[config.mk]
export PLATFORM = sky130hd
export DESIGN_NAME = wave_pwm_out
export DESIGN_NICKNAME = d
export VERILOG_FILES = /design/src/rtl/wave_pkg.sv /design/src/rtl/sine_quarter_rom.sv /design/src/rtl/wave_pwm_out.sv
export SDC_FILE = /design/constraint.sdc
export NUM_CORES = 1
export LEC_CHECK = 0
export CAP_MARGIN = 25
export CORE_MARGIN = 2
export CORE_UTILIZATION = 55
export CTS_BUF_LIST = sky130_fd_sc_hd__clkbuf_16
export CTS_CLUSTER_SIZE = 28
export DETAILED_ROUTE_END_ITERATION = 8
export PLACE_DENSITY_LB_ADDON = 0.05
export SYNTH_ARGS = -nofsm -noshare
export SYNTH_HDL_FRONTEND = slang
export SYNTH_SLANG_ARGS = --single-unit
[constraint.sdc]
create_clock -name clk -period 4.7 [get_ports clk]
set_input_delay 0.705 -clock clk [delete_from_list [all_inputs] [get_ports clk]]
set_output_delay 0.705 -clock clk [all_outputs]
set_load 0.05 [all_outputs]
[src/rtl/wave_pkg.sv]
`default_nettype none
// ============================================================================
// Module   : wave_pkg
// Brief    : Shared constants for the waveform shaper / PWM audio output.
// Revision : 1.0 - initial release
// ============================================================================
package wave_pkg;

    localparam int SAMPLE_W   = 8;
    localparam int PWM_PERIOD = 255;

    localparam logic [1:0] WAVE_SQUARE = 2'd0;
    localparam logic [1:0] WAVE_SAW    = 2'd1;
    localparam logic [1:0] WAVE_TRI    = 2'd2;
    localparam logic [1:0] WAVE_SINE   = 2'd3;

    typedef logic [SAMPLE_W-1:0] sample_t;

endpackage
`default_nettype wire

[src/rtl/sine_quarter_rom.sv]
`default_nettype none
// ============================================================================
// Module   : sine_quarter_rom
// Brief    : 64 x 7 synchronous quarter-wave sine ROM, q = round(127*sin((i+0.5)*pi/128)).
// Revision : 1.0 - initial release
// ============================================================================
module sine_quarter_rom (
    input  logic       clk,
    input  logic       rst,
    input  logic       en,
    input  logic [5:0] addr,
    output logic [6:0] q
);

    logic [6:0] w_rom;
    logic [6:0] r_q;

    always_comb begin
        w_rom = 7'd0;
        case (addr)
            6'd0:  w_rom = 7'd2;    6'd1:  w_rom = 7'd5;
            6'd2:  w_rom = 7'd8;    6'd3:  w_rom = 7'd11;
            6'd4:  w_rom = 7'd14;   6'd5:  w_rom = 7'd17;
            6'd6:  w_rom = 7'd20;   6'd7:  w_rom = 7'd23;
            6'd8:  w_rom = 7'd26;   6'd9:  w_rom = 7'd29;
            6'd10: w_rom = 7'd32;   6'd11: w_rom = 7'd35;
            6'd12: w_rom = 7'd38;   6'd13: w_rom = 7'd41;
            6'd14: w_rom = 7'd44;   6'd15: w_rom = 7'd47;
            6'd16: w_rom = 7'd50;   6'd17: w_rom = 7'd53;
            6'd18: w_rom = 7'd56;   6'd19: w_rom = 7'd58;
            6'd20: w_rom = 7'd61;   6'd21: w_rom = 7'd64;
            6'd22: w_rom = 7'd67;   6'd23: w_rom = 7'd69;
            6'd24: w_rom = 7'd72;   6'd25: w_rom = 7'd74;
            6'd26: w_rom = 7'd77;   6'd27: w_rom = 7'd79;
            6'd28: w_rom = 7'd82;   6'd29: w_rom = 7'd84;
            6'd30: w_rom = 7'd86;   6'd31: w_rom = 7'd89;
            6'd32: w_rom = 7'd91;   6'd33: w_rom = 7'd93;
            6'd34: w_rom = 7'd95;   6'd35: w_rom = 7'd97;
            6'd36: w_rom = 7'd99;   6'd37: w_rom = 7'd101;
            6'd38: w_rom = 7'd103;  6'd39: w_rom = 7'd105;
            6'd40: w_rom = 7'd106;  6'd41: w_rom = 7'd108;
            6'd42: w_rom = 7'd110;  6'd43: w_rom = 7'd111;
            6'd44: w_rom = 7'd113;  6'd45: w_rom = 7'd114;
            6'd46: w_rom = 7'd115;  6'd47: w_rom = 7'd117;
            6'd48: w_rom = 7'd118;  6'd49: w_rom = 7'd119;
            6'd50: w_rom = 7'd120;  6'd51: w_rom = 7'd121;
            6'd52: w_rom = 7'd122;  6'd53: w_rom = 7'd123;
            6'd54: w_rom = 7'd124;  6'd55: w_rom = 7'd124;
            6'd56: w_rom = 7'd125;  6'd57: w_rom = 7'd125;
            6'd58: w_rom = 7'd126;  6'd59: w_rom = 7'd126;
            6'd60: w_rom = 7'd127;  6'd61: w_rom = 7'd127;
            6'd62: w_rom = 7'd127;  6'd63: w_rom = 7'd127;
            default: w_rom = 7'd0;
        endcase
    end

    // Holds with the rest of stage 1 while the block is muted.
    always_ff @(posedge clk or posedge rst) begin
        if (rst) begin
            r_q <= 7'd0;
        end else if (en) begin
            r_q <= w_rom;
        end
    end

    assign q = r_q;

endmodule
`default_nettype wire

[src/rtl/wave_pwm_out.sv]
`default_nettype none
// ============================================================================
// Module   : wave_pwm_out
// Brief    : Phase-to-waveform shaper with volume scaling and glitch-free PWM output.
// Revision : 1.0 - initial release
// ============================================================================
module wave_pwm_out
    import wave_pkg::SAMPLE_W;
    import wave_pkg::WAVE_SQUARE;
    import wave_pkg::WAVE_SAW;
    import wave_pkg::WAVE_TRI;
    import wave_pkg::WAVE_SINE;
#(
    parameter int PWM_PERIOD = wave_pkg::PWM_PERIOD
) (
    input  logic                clk,
    input  logic                rst,
    input  logic                enable,
    input  logic [7:0]          phase,
    input  logic [1:0]          wave_sel,
    input  logic [3:0]          volume,
    output logic [SAMPLE_W-1:0] sample,
    output logic                sample_valid,
    output logic                pwm
);

    localparam logic [7:0] c_CNT_LAST = 8'(PWM_PERIOD - 1);

    // Stage 1
    logic [7:0]  r_phase;
    logic [1:0]  r_sel;
    logic [3:0]  r_vol;
    logic [5:0]  w_rom_addr;
    logic [6:0]  w_rom_q;
    // Stage 2
    logic [7:0]  w_raw;
    logic [7:0]  r_raw;
    logic [3:0]  r_vol2;
    // Stage 3 and PWM
    logic [4:0]  w_vol_p1;
    logic [11:0] w_prod;
    logic [7:0]  r_sample;
    logic [7:0]  r_cnt;
    logic [7:0]  r_duty;
    logic        r_valid;
    logic        r_pwm;
    logic        w_wrap;

    // Second quadrant of each half reads the quarter table backwards.
    assign w_rom_addr = phase[6] ? ~phase[5:0] : phase[5:0];

    sine_quarter_rom u_rom (
        .clk  (clk),
        .rst  (rst),
        .en   (enable),
        .addr (w_rom_addr),
        .q    (w_rom_q)
    );

    always_comb begin
        w_raw = 8'd0;
        case (r_sel)
            WAVE_SQUARE: w_raw = {8{r_phase[7]}};
            WAVE_SAW:    w_raw = r_phase;
            WAVE_TRI:    w_raw = r_phase[7] ? ~{r_phase[6:0], 1'b0} : {r_phase[6:0], 1'b0};
            WAVE_SINE:   w_raw = r_phase[7] ? (8'd127 - {1'b0, w_rom_q})
                                            : (8'd128 + {1'b0, w_rom_q});
            default:     w_raw = 8'd0;
        endcase
    end

    always_ff @(posedge clk or posedge rst) begin
        if (rst) begin
            r_phase <= 8'd0;
            r_sel   <= 2'd0;
            r_vol   <= 4'd0;
            r_raw   <= 8'd0;
            r_vol2  <= 4'd0;
        end else if (enable) begin
            r_phase <= phase;
            r_sel   <= wave_sel;
            r_vol   <= volume;
            r_raw   <= w_raw;
            r_vol2  <= r_vol;
        end
    end

    // (volume+1) in 1..16 keeps the 12-bit product from overflowing.
    assign w_vol_p1 = {1'b0, r_vol2} + 5'd1;
    assign w_prod   = {4'd0, r_raw} * {7'd0, w_vol_p1};
    assign w_wrap   = (r_cnt == c_CNT_LAST);

    always_ff @(posedge clk or posedge rst) begin
        if (rst) begin
            r_sample <= 8'd0;
            r_cnt    <= 8'd0;
            r_duty   <= 8'd0;
            r_valid  <= 1'b0;
            r_pwm    <= 1'b0;
        end else if (!enable) begin
            r_sample <= 8'd0;
            r_cnt    <= 8'd0;
            r_duty   <= 8'd0;
            r_valid  <= 1'b0;
            r_pwm    <= 1'b0;
        end else begin
            r_sample <= w_prod[11:4];
            r_cnt    <= w_wrap ? 8'd0 : r_cnt + 8'd1;
            r_valid  <= w_wrap;
            r_pwm    <= (r_cnt < r_duty);
            if (w_wrap) begin
                r_duty <= r_sample;
            end
        end
    end

    assign sample       = r_sample;
    assign sample_valid = r_valid;
    assign pwm          = r_pwm;

endmodule
`default_nettype wire

Word level (Yosys, flattened, before mapping). Memory sizes are Yosys's and may differ from the RTL's. A register that Yosys moved wholly into a read port is not among the register bits. Cells that the tools add are included.

Output and inout port bits: 10. ROM bits: 448. Register bits after elaboration: 52. Word-level logic and storage cells: 36. Memories kept: 1.

Multiplexer cells: 11. Reduce and logical (&&, ||, !) cells: 1. Magnitude comparators: 1. Equality and inequality tests: 5. $add $sub $neg: 4. $mul: 1. Bitwise operators: 2.

Memory list: (no name shown) (depth 64, width 7, rd ports 1, clocked after memory_dff 1, wr ports 0, line sine_quarter_rom.sv:20) `case (addr)`.

Operators by type and width (number): $mux W8 (7); $pmux W8 S4 (1); $mul A8 B5 Y12 (1); $add A8 B1 Y8 const B (1); $add A8 B7 Y8 const A (1); $eq A8 B8 Y1 const B (1); $lt A8 B8 Y1 (1); $not A8 Y8 (1); $sub A7 B7 Y8 const A (1); $mux W6 (1); $not A6 Y6 (1); $add A4 B1 Y5 const B (1); $eq A2 B2 Y1 const B (2); $eq A2 B1 Y1 const B (1); $logic_not A2 Y1 (1); $mux W1 (2); $ne A2 B1 Y1 const B (1).

Logic depth before layout (Yosys ltp). Gate-level depths: netlist of the first run.

Word-level depth: 3. Depth in mapped cells: 16. Mapped depth without buffers: 15.

By module. Synthesis of the first run repeated with hierarchy kept, for this count alone.

Cell total of the unflattened synthesis: 468. Area total of the unflattened synthesis: 4505.6 µm².

By module, submodules not included: wave_pwm_out (times used 1, area each 3667.3 µm², cells each 364); sine_quarter_rom (times used 1, area each 838.3 µm², cells each 104).

Worst setup path after synthesis of the first run. Ideal clock, no wire load.

Path kind: reg-to-reg. From: register r_vol2[0]. To: register r_sample[4] (netlist: sample[4]). Clock period less this slack: 4.080 ns. Library setup time: 0.138 ns. Path slack: 0.620 ns. Stages on the path, launching flop included: 15. Data arrival time: 3.942 ns. Path through: dfrtp_1 -> ha_1 -> and3_1 -> clkbuf_1 -> nand2_1 -> fa_1 -> fa_1 -> fa_1 -> inv_1 -> ha_1 -> and2_1 -> o21a_1 -> or3_1 -> a311oi_1 -> nor4_1.

Cells in the longest elaborated chain, start to end: 3.

Ends and longest elaborated chain: from (decl) (line wave_pwm_out.sv:38) `logic [3:0] r_vol2;`; from (signal assigned) (line wave_pwm_out.sv:84) `r_vol2 <= r_vol;`; $add A4 B1 Y5 (line wave_pwm_out.sv:89) `assign w_vol_p1 = {1'b0, r_vol2} + 5'd1;`; $mul A8 B5 Y12 (line wave_pwm_out.sv:90) `assign w_prod = {4'd0, r_raw} * {7'd0, w_vol_p1};`; $mux W8 (line wave_pwm_out.sv:100) `end else if (!enable) begin`; to (signal assigned) (line wave_pwm_out.sv:107) `r_sample <= w_prod[11:4];`; to (decl) (line wave_pwm_out.sv:42) `logic [7:0] r_sample;`.

No other way between the ends. A chain may end at the register's enable or synchronous reset.

Worst setup path after layout of the first run. Same ends and word-level chain as after synthesis.

==> flow_summary.json, run 1 <==
{
  "detailed_place_hpwl_um": 7700,
  "largest_stage_delay_worst_path_ns": 0.55,
  "num_antenna_cells": 0,
  "final.setup.tns_ns": 0,
  "timing.hold.ws_ns": 0.511,
  "maxCapViolCount": 0,
  "critPathSlowestCell": "sky130_fd_sc_hd__fa_1",
  "timing.critical_path.required_ns": 4.88,
  "cellInternalPower_mw": 1.51,
  "power.ir.vdd_worst_v": 0.000391,
  "report.final.setup_viol": 0,
  "cts_max_level": 3,
  "power_switching_share_pct": 39.2,
  "regToRegStartpoint": "r_vol2[0]",
  "unrepaired_setup_endpoints_after_global_routing": "no",
  "postRouteAntennaNets": 0,
  "areaGrowthSynthToFinish_pct": 12.5,
  "vias_per_cell": 5.93,
  "floorplan.die.height_um": 98.6,
  "grt_use_total_pct": 23.3,
  "clock_tree_from_tritoncts": "built",
  "netlist_area_um2": 4920,
  "post_route_cells_drive_above_1_share_pct": 10.2,
  "detail_route.first_pass.iterations": 4,
  "tightest_slew_ns": 0.843,
  "finalCritPeriodShare_pct": 93.6,
  "p_seq_share_pct": 27.1,
  "floorplan.die_area_um2": 9720,
  "ios": 27,
  "clock_buffer_count_from_cts": 9,
  "maxSlewHeadroom_pct": 43.8,
  "p_comb_share_pct": 45.3,
  "ys_ff_latch": 59,
  "synth_seq_area_share_pct": 30.0,
  "switchingPower_uw": 976,
  "floorplan.rows": 34,
  "power.total_mw": 2.49,
  "timing.hold.worst.start": "r_vol[3]",
  "setup.worst_path.end_class": "flop",
  "grt_pass1_vias": 3741,
  "placed_cells": 653,
  "globalRouteOverflowTotal": 0,
  "setup.worst_path.start_class": "flop",
  "io_buffers": 26,
  "finClkSkew_ns": 0.0155,
  "count_of_clock_tree_sinks": 59,
  "antenna_violations_before_repair": 0,
  "timing.critical_path.from": "r_vol2[0]",
  "power_leakage_nw": 2.48,
  "detail_route.wirelength_um": 10700,
  "gp_routability_congestion": 0.878,
  "final-max-slew-violation-count": 0,
  "clkTransAtPathRegs_ns": 0.06,
  "max_freq_mhz": 227,
  "seqCellArea_um2": 1480,
  "ys.flop_type": "sky130_fd_sc_hd__dfrtp_1",
  "power.density_nw_per_um2": 450,
  "post_cts_buffers": 0,
  "grt_start_max_net_pins": 42,
  "insertion_delay_ns": 0.34,
  "start_util_pct": 56.7,
  "count_of_flip_flops_with_a_built_in_enable_after_synthesis": 0,
  "worst_path_most_repeated_cell": "sky130_fd_sc_hd__fa_1",
  "syn_area_per_cell_um2": 9.06,
  "finalHoldViolations": 0,
  "final.fill_count": 732,
  "vias": 3958,
  "cts-root-to-sink-buffers": 2,
  "drc_marker_count_from_the_first_detailed_route_iteration": 169,
  "multi_input_area_um2": 3160,
  "ys_async_sr_fraction_pct": 100,
  "post_synth_num_cell_types": 56,
  "die-width_um": 98.6,
  "power_frac_clock_pct": 27.7,
  "timing.hold.worst.class": "reg2reg",
  "design.final.nets": 625,
  "syn_inst": 543,
  "worstPathMaxFanout": 10,
  "timing.critical_path.arrival_ns": 4.58,
  "crit_chain": "ha_1 -> and3_1 -> nand2_1 -> fa_1 -> fa_1 -> fa_1 -> inv_1 -> ha_1 -> and2_1 -> o21a_1 -> or3_1 -> a311oi_1 -> nor4_1",
  "final_period_minus_worst_setup_slack_ns": 4.40,
  "wire_per_inst_um": 16.0,
  "route.detailed.drc": 0,
  "first_pass_grt_wire_length_um": 18300,
  "fp.coreArea_um2": 8680,
  "synth_warnings": 0,
  "postSynthNetCount": 612,
  "setup.worst_path.class": "reg2reg",
  "run_status": "complete, no violations",
  "cts_root_buf": "sky130_fd_sc_hd__clkbuf_16",
  "layoutNonFillerInstCount": 668
}
-- cells by family after synthesis --
logic type / Yosys count / synth area share (%)
xor+xnor: 17 / 3.03
mux: 49 / 11.0
flops: 59 / 30.0
buf+inv: 72 / 5.98
simple gates: 176 / 18.6
compound gates: 118 / 15.8
fa+ha+maj: 52 / 15.7
-- registers in the layout, indices dropped and copies added, names as in the netlist, 2 cells and up --
name,flops
r_sel,2
r_duty,8
r_vol,4
sample,8
r_raw,8
u_rom.q,7
r_phase,8
r_cnt,8
r_vol2,4
-- metrics by stage --
| step | utilization (%) | worst slack (ns) | cell area, um^2 |
|---|---|---|---|
| 5_1_grt | 63.8 | 0.0647 | 5540 |
| 6_report | 63.8 | 0.300 | 5540 |
| 2_1_floorplan | - | 0.620 | 4920 |
| 3_3_place_gp | 60.1 | 0.445 | 5220 |
| 3_5_place_dp | 60.1 | 0.257 | 5220 |
| 4_1_cts | 63.6 | 0.232 | 5520 |
-- layout make-up --
cell class / count / area share [%]
well taps: 108 / 2.44
inverters: 43 / 2.92
clock inverters: 6 / 1.47
flip-flops and latches: 59 / 26.7
multi-input cells: 412 / 57.2
clock buffers: 9 / 4.07
repair buffers: 31 / 5.29
-- layer usage --
layer  global-route usage (%)  wire length, um
met5                        0                0
met4                     7.90              162
met3                     4.75              490
met2                     36.6             5180
met1                     32.4             4890
-- cells in the mapped netlist, drive strengths merged, types with 4 or more instances --
cell type | instances | area share, %
nor2 | 41 | 3.1
a2111oi | 4 | 0.71
and2 | 22 | 2.8
ha | 36 | 9.2
o22ai | 7 | 0.89
o21a | 5 | 0.76
fa | 16 | 6.5
mux2i | 18 | 3.7
o21ai | 24 | 2.4
nand2b | 19 | 2.4
and3 | 4 | 0.51
xnor2 | 7 | 1.2
a21oi | 32 | 3.3
nor3b | 5 | 0.76
a221oi | 4 | 0.71
mux2 | 30 | 6.9
inv | 42 | 3.2
nand2 | 36 | 2.7
a211o | 5 | 0.89
clkbuf | 13 | 0.99
nor2b | 11 | 1.6
xor2 | 10 | 1.8
buf | 16 | 1.7
nor3 | 8 | 0.81
nand3 | 16 | 1.6
a21o | 7 | 1.1
dfrtp | 59 | 30
-- critical path, delay by kind of cell (launching register included) --
kind | cells | cell delay (ns)
adder cells (fa/ha/maj) | 5 | 2.16
AND/OR/NAND/NOR | 5 | 1.10
AO/OA/AOI/OAI | 2 | 0.48
flip-flops | 1 | 0.47
buffers and inverters | 1 | 0.04
-- power by group through the flow --
stage	Clock [mW]	Combinational, mW	Sequential, mW
detailed placement	0	1.12	0.681
global route	0.725	1.28	0.685
global placement	0	1.09	0.678
floorplan	0	0.808	0.728
finish	0.688	1.13	0.673
CTS	0.700	1.13	0.673
-- cells in the final DEF, fill, tap and decap left out, types with 9 or more instances in the layout --
cell type and instances:
sky130_fd_sc_hd__nand2b_1 19, sky130_fd_sc_hd__nor2b_1 10, sky130_fd_sc_hd__inv_1 41, sky130_fd_sc_hd__a21oi_1 32, sky130_fd_sc_hd__clkdlybuf4s50_1 25, sky130_fd_sc_hd__dfrtp_1 59
sky130_fd_sc_hd__o21ai_0 24, sky130_fd_sc_hd__and2_1 22, sky130_fd_sc_hd__nor2_1 41, sky130_fd_sc_hd__nand2_1 36, sky130_fd_sc_hd__ha_1 36, sky130_fd_sc_hd__fa_1 16
sky130_fd_sc_hd__clkbuf_16 9, sky130_fd_sc_hd__mux2i_1 18, sky130_fd_sc_hd__xor2_1 9, sky130_fd_sc_hd__nand3_1 16, sky130_fd_sc_hd__mux2_2 30
-- what timing repair did --
action                                  CTS  global route
hold buffers                              0             0
resized for setup                         0             2
endpoints found under the setup margin    0             1
-- final timing paths --
check / to / slack, ns / cells past startpoint
max reg2reg: sample[4] / 0.30 / 13
max: sample[4] / 0.30 / 13
min: r_vol[3] / 0.51 / 1
min in group asynchronous: sample[5] / 0.74 / 2
min reg2reg: r_vol[3] / 0.51 / 1
max in group asynchronous: r_phase[4] / 3.13 / 3
Note: power is estimated with default switching activity, not from simulation.
==> inputs of run 2 (changes only) <==
--- a/config.mk
+++ b/config.mk
@@ -14,4 +14,5 @@
 export PLACE_DENSITY_LB_ADDON = 0.05
 export SYNTH_ARGS = -nofsm -noshare
 export SYNTH_HDL_FRONTEND = slang
+export SYNTH_HIERARCHICAL = 1
 export SYNTH_SLANG_ARGS = --single-unit
==> flow_summary.json, run 2 <==
{
  "clkTransAtPathRegs_ns": 0.05,
  "final.fill_count": 711,
  "ys_ff_latch": 59,
  "grt_use_total_pct": 21.0,
  "detail_route.wirelength_um": 8500,
  "clock_buffer_count_from_cts": 9,
  "postRouteAntennaNets": 0,
  "yosys.cell_count.top_type": "sky130_fd_sc_hd__dfrtp_1",
  "final.setup.tns_ns": 0,
  "areaGrowthSynthToFinish_pct": 14.5,
  "finClkSkew_ns": 0.00541,
  "post_synth_num_cell_types": 51,
  "maxSlewHeadroom_pct": 48.7,
  "grt_use_met1_pct": 28.9,
  "synth_warnings": 6,
  "count_of_clock_tree_sinks": 59,
  "final_area_um2": 5160,
  "synth_seq_area_share_pct": 32.8,
  "setup.worst_path.start_class": "flop",
  "synth_top_cells_by_area": "sky130_fd_sc_hd__dfrtp_1 33%, sky130_fd_sc_hd__ha_1 11%, sky130_fd_sc_hd__fa_1 7.1%",
  "most_frequent_standard_cell_in_the_layout_excluding_fill_and_tap_cells": "sky130_fd_sc_hd__dfrtp_1",
  "start_util_pct": 55.7,
  "timing.critical_path.arrival_ns": 4.57,
  "power.ir.vdd_worst_v": 0.000279,
  "netlist_area_um2": 4510,
  "clock_tree_from_tritoncts": "built",
  "setup.worst_path.end_class": "flop",
  "floorplan.rows": 33,
  "fp.coreArea_um2": 8090,
  "grt_pass1_vias": 3158,
  "design.final.nets": 561,
  "timing.critical_path.from": "r_vol2[0]",
  "vias": 3300,
  "final_period_minus_worst_setup_slack_ns": 4.36,
  "wire_per_inst_um": 14.2,
  "power.total_mw": 2.65,
  "run_status": "complete, no violations",
  "grt_start_max_net_pins": 62,
  "floorplan.die_area_um2": 8930,
  "grt_util_met3_pct": 4.39,
  "power.density_nw_per_um2": 514,
  "dpl_worst_slack_ns": 0.249,
  "setup.worst_path.class": "reg2reg",
  "met2_usage_pct": 33.5,
  "ff2ff_setup_slack_ns": 0.34,
  "num_antenna_cells": 0,
  "netlist.area_leader.share_pct": 32.8,
  "max_freq_mhz": 229,
  "power_leakage_nw": 2.37,
  "count_of_flip_flops_with_a_built_in_enable_after_synthesis": 0,
  "cts_max_level": 3,
  "unrepaired_setup_endpoints_after_global_routing": "no",
  "timing.critical_path.required_ns": 4.91,
  "insertion_delay_ns": 0.32,
  "finalCritPeriodShare_pct": 92.8,
  "post_route_cells_drive_above_1_share_pct": 11.9,
  "ios": 27,
  "finalHoldViolations": 0,
  "postSynthNetCount": 539,
  "ys.flop_type": "sky130_fd_sc_hd__dfrtp_1",
  "ys_async_sr_fraction_pct": 100,
  "die-width_um": 94.5,
  "detailed_place_hpwl_um": 6260,
  "floorplan.die.height_um": 94.5,
  "cts_root_buf": "sky130_fd_sc_hd__clkbuf_16",
  "io_buffers": 26,
  "most-common-layout-cells": "59 x sky130_fd_sc_hd__dfrtp_1, 47 x sky130_fd_sc_hd__inv_1, 38 x sky130_fd_sc_hd__ha_1",
  "worstPathMaxFanout": 10,
  "detail_route.first_pass.iterations": 4,
  "report.final.setup_viol": 0,
  "top_usage_layer": "met2",
  "globalRouteOverflowTotal": 0,
  "syn_area_per_cell_um2": 9.63,
  "gp_routability_congestion": 0.866,
  "yosys.area.top_type": "sky130_fd_sc_hd__dfrtp_1",
  "timing.hold.worst.start": "r_vol[2]",
  "synth_common_cells": "59 x sky130_fd_sc_hd__dfrtp_1, 47 x sky130_fd_sc_hd__inv_1, 38 x sky130_fd_sc_hd__ha_1",
  "first_pass_grt_wire_length_um": 14700,
  "tightest_slew_ns": 0.769,
  "route.detailed.drc": 0,
  "drc_marker_count_from_the_first_detailed_route_iteration": 128,
  "syn_inst": 468,
  "postPlaceCellArea_um2": 4810,
  "setup_ws_ns": 0.340,
  "vias_per_cell": 5.50,
  "antenna_violations_before_repair": 0,
  "maxCapViolCount": 0,
  "timing.hold.worst.class": "reg2reg",
  "cts-root-to-sink-buffers": 2,
  "regToRegStartpoint": "r_vol2[0]",
  "final-max-slew-violation-count": 0
}
-- run 2: cell count changes after synthesis, moves of 6 or more --
cell and change:
sky130_fd_sc_hd__nand2b_1 -6, sky130_fd_sc_hd__mux2_2 -6, sky130_fd_sc_hd__xor2_1 +7, sky130_fd_sc_hd__buf_2 -6, sky130_fd_sc_hd__mux2i_1 -10, sky130_fd_sc_hd__nor2_1 -16
sky130_fd_sc_hd__nand3_1 -6, sky130_fd_sc_hd__a21oi_1 -16
-- run 2: what timing repair did --
action / CTS / global route
endpoints found under the setup margin: 0 / 1
hold buffers: 0 / 0
gates resized for setup: 0 / 1
buffers inserted: 0 / 0
-- run 2: metrics by stage --
stage / cells / util, % / hold slack, ns
global placement: 583 / 59.5 / 0.492
CTS: 599 / 63.4 / 0.513
detailed placement: 583 / 59.5 / 0.498
floorplan: 468 / - / 0.470
finish: 600 / 63.7 / 0.506
global route: 600 / 63.7 / 0.522
-- run 2: path summary, 6_finish.rpt --
check | to | cells past startpoint
min in group asynchronous | u_rom/q[2] | 2
worst min register to register | r_vol[2] | 1
worst max register to register | sample[7] | 16
worst min-delay path | r_vol[2] | 1
worst max-delay path | sample[7] | 16
max in group asynchronous | r_phase[6] | 3
-- run 2: kinds of logic (layout without fill, tap and decap cells) --
group	count (synthesis)	after routing	synth area share [%]
xor gates and xnor gates	29	29	5.64
adders and majority gates	54	54	17.7
DFF	59	59	32.8
muxes	33	33	8.28
AOI/OAI and AO/OA	82	82	12.6
and+or+nand+nor	142	142	16.4
buffers and inverters	69	96	6.69
-- run 2: area by class of cell --
cell class / count / area [um^2] / area share (%)
Multi-Input combinational cell: 340 / 2740 / 53.0
Sequential cell: 59 / 1480 / 28.6
Timing Repair Buffer: 33 / 320 / 6.21
Clock buffer: 9 / 225 / 4.37
Inverter: 47 / 176 / 3.42
Tap cell: 105 / 131 / 2.55
Clock inverter: 7 / 92.6 / 1.80
-- run 2: critical path, cell delays in order, from the launching register on --
cell	delay, ns
sky130_fd_sc_hd__dfrtp_1	0.47
sky130_fd_sc_hd__ha_1	0.25
sky130_fd_sc_hd__and3_1	0.31
sky130_fd_sc_hd__nand2_1	0.12
sky130_fd_sc_hd__fa_1	0.54
sky130_fd_sc_hd__inv_1	0.05
sky130_fd_sc_hd__fa_1	0.52
sky130_fd_sc_hd__inv_1	0.05
sky130_fd_sc_hd__fa_1	0.53
sky130_fd_sc_hd__inv_1	0.04
sky130_fd_sc_hd__ha_1	0.35
sky130_fd_sc_hd__a21oi_1	0.15
sky130_fd_sc_hd__nand2_1	0.12
sky130_fd_sc_hd__a221oi_4	0.38
sky130_fd_sc_hd__o21ai_2	0.11
sky130_fd_sc_hd__xnor2_1	0.12
sky130_fd_sc_hd__and2_1	0.15
-- run 2: report_power, final --
part / switching [mW] / internal, mW
sequential: 0.0911 / 0.589
combinational: 0.713 / 0.555
clock: 0.238 / 0.462
total: 1.04 / 1.61
-- run 2: layer usage --
| layer | up-vias | part of all wire [%] |
|---|---|---|
| met2 | 48 | 47 |
| met1 | 1633 | 49 |
| met5 | - | 0 |
| met3 | 7 | 3.0 |
| met4 | 0 | 1.0 |
| li1 | 1612 | - |
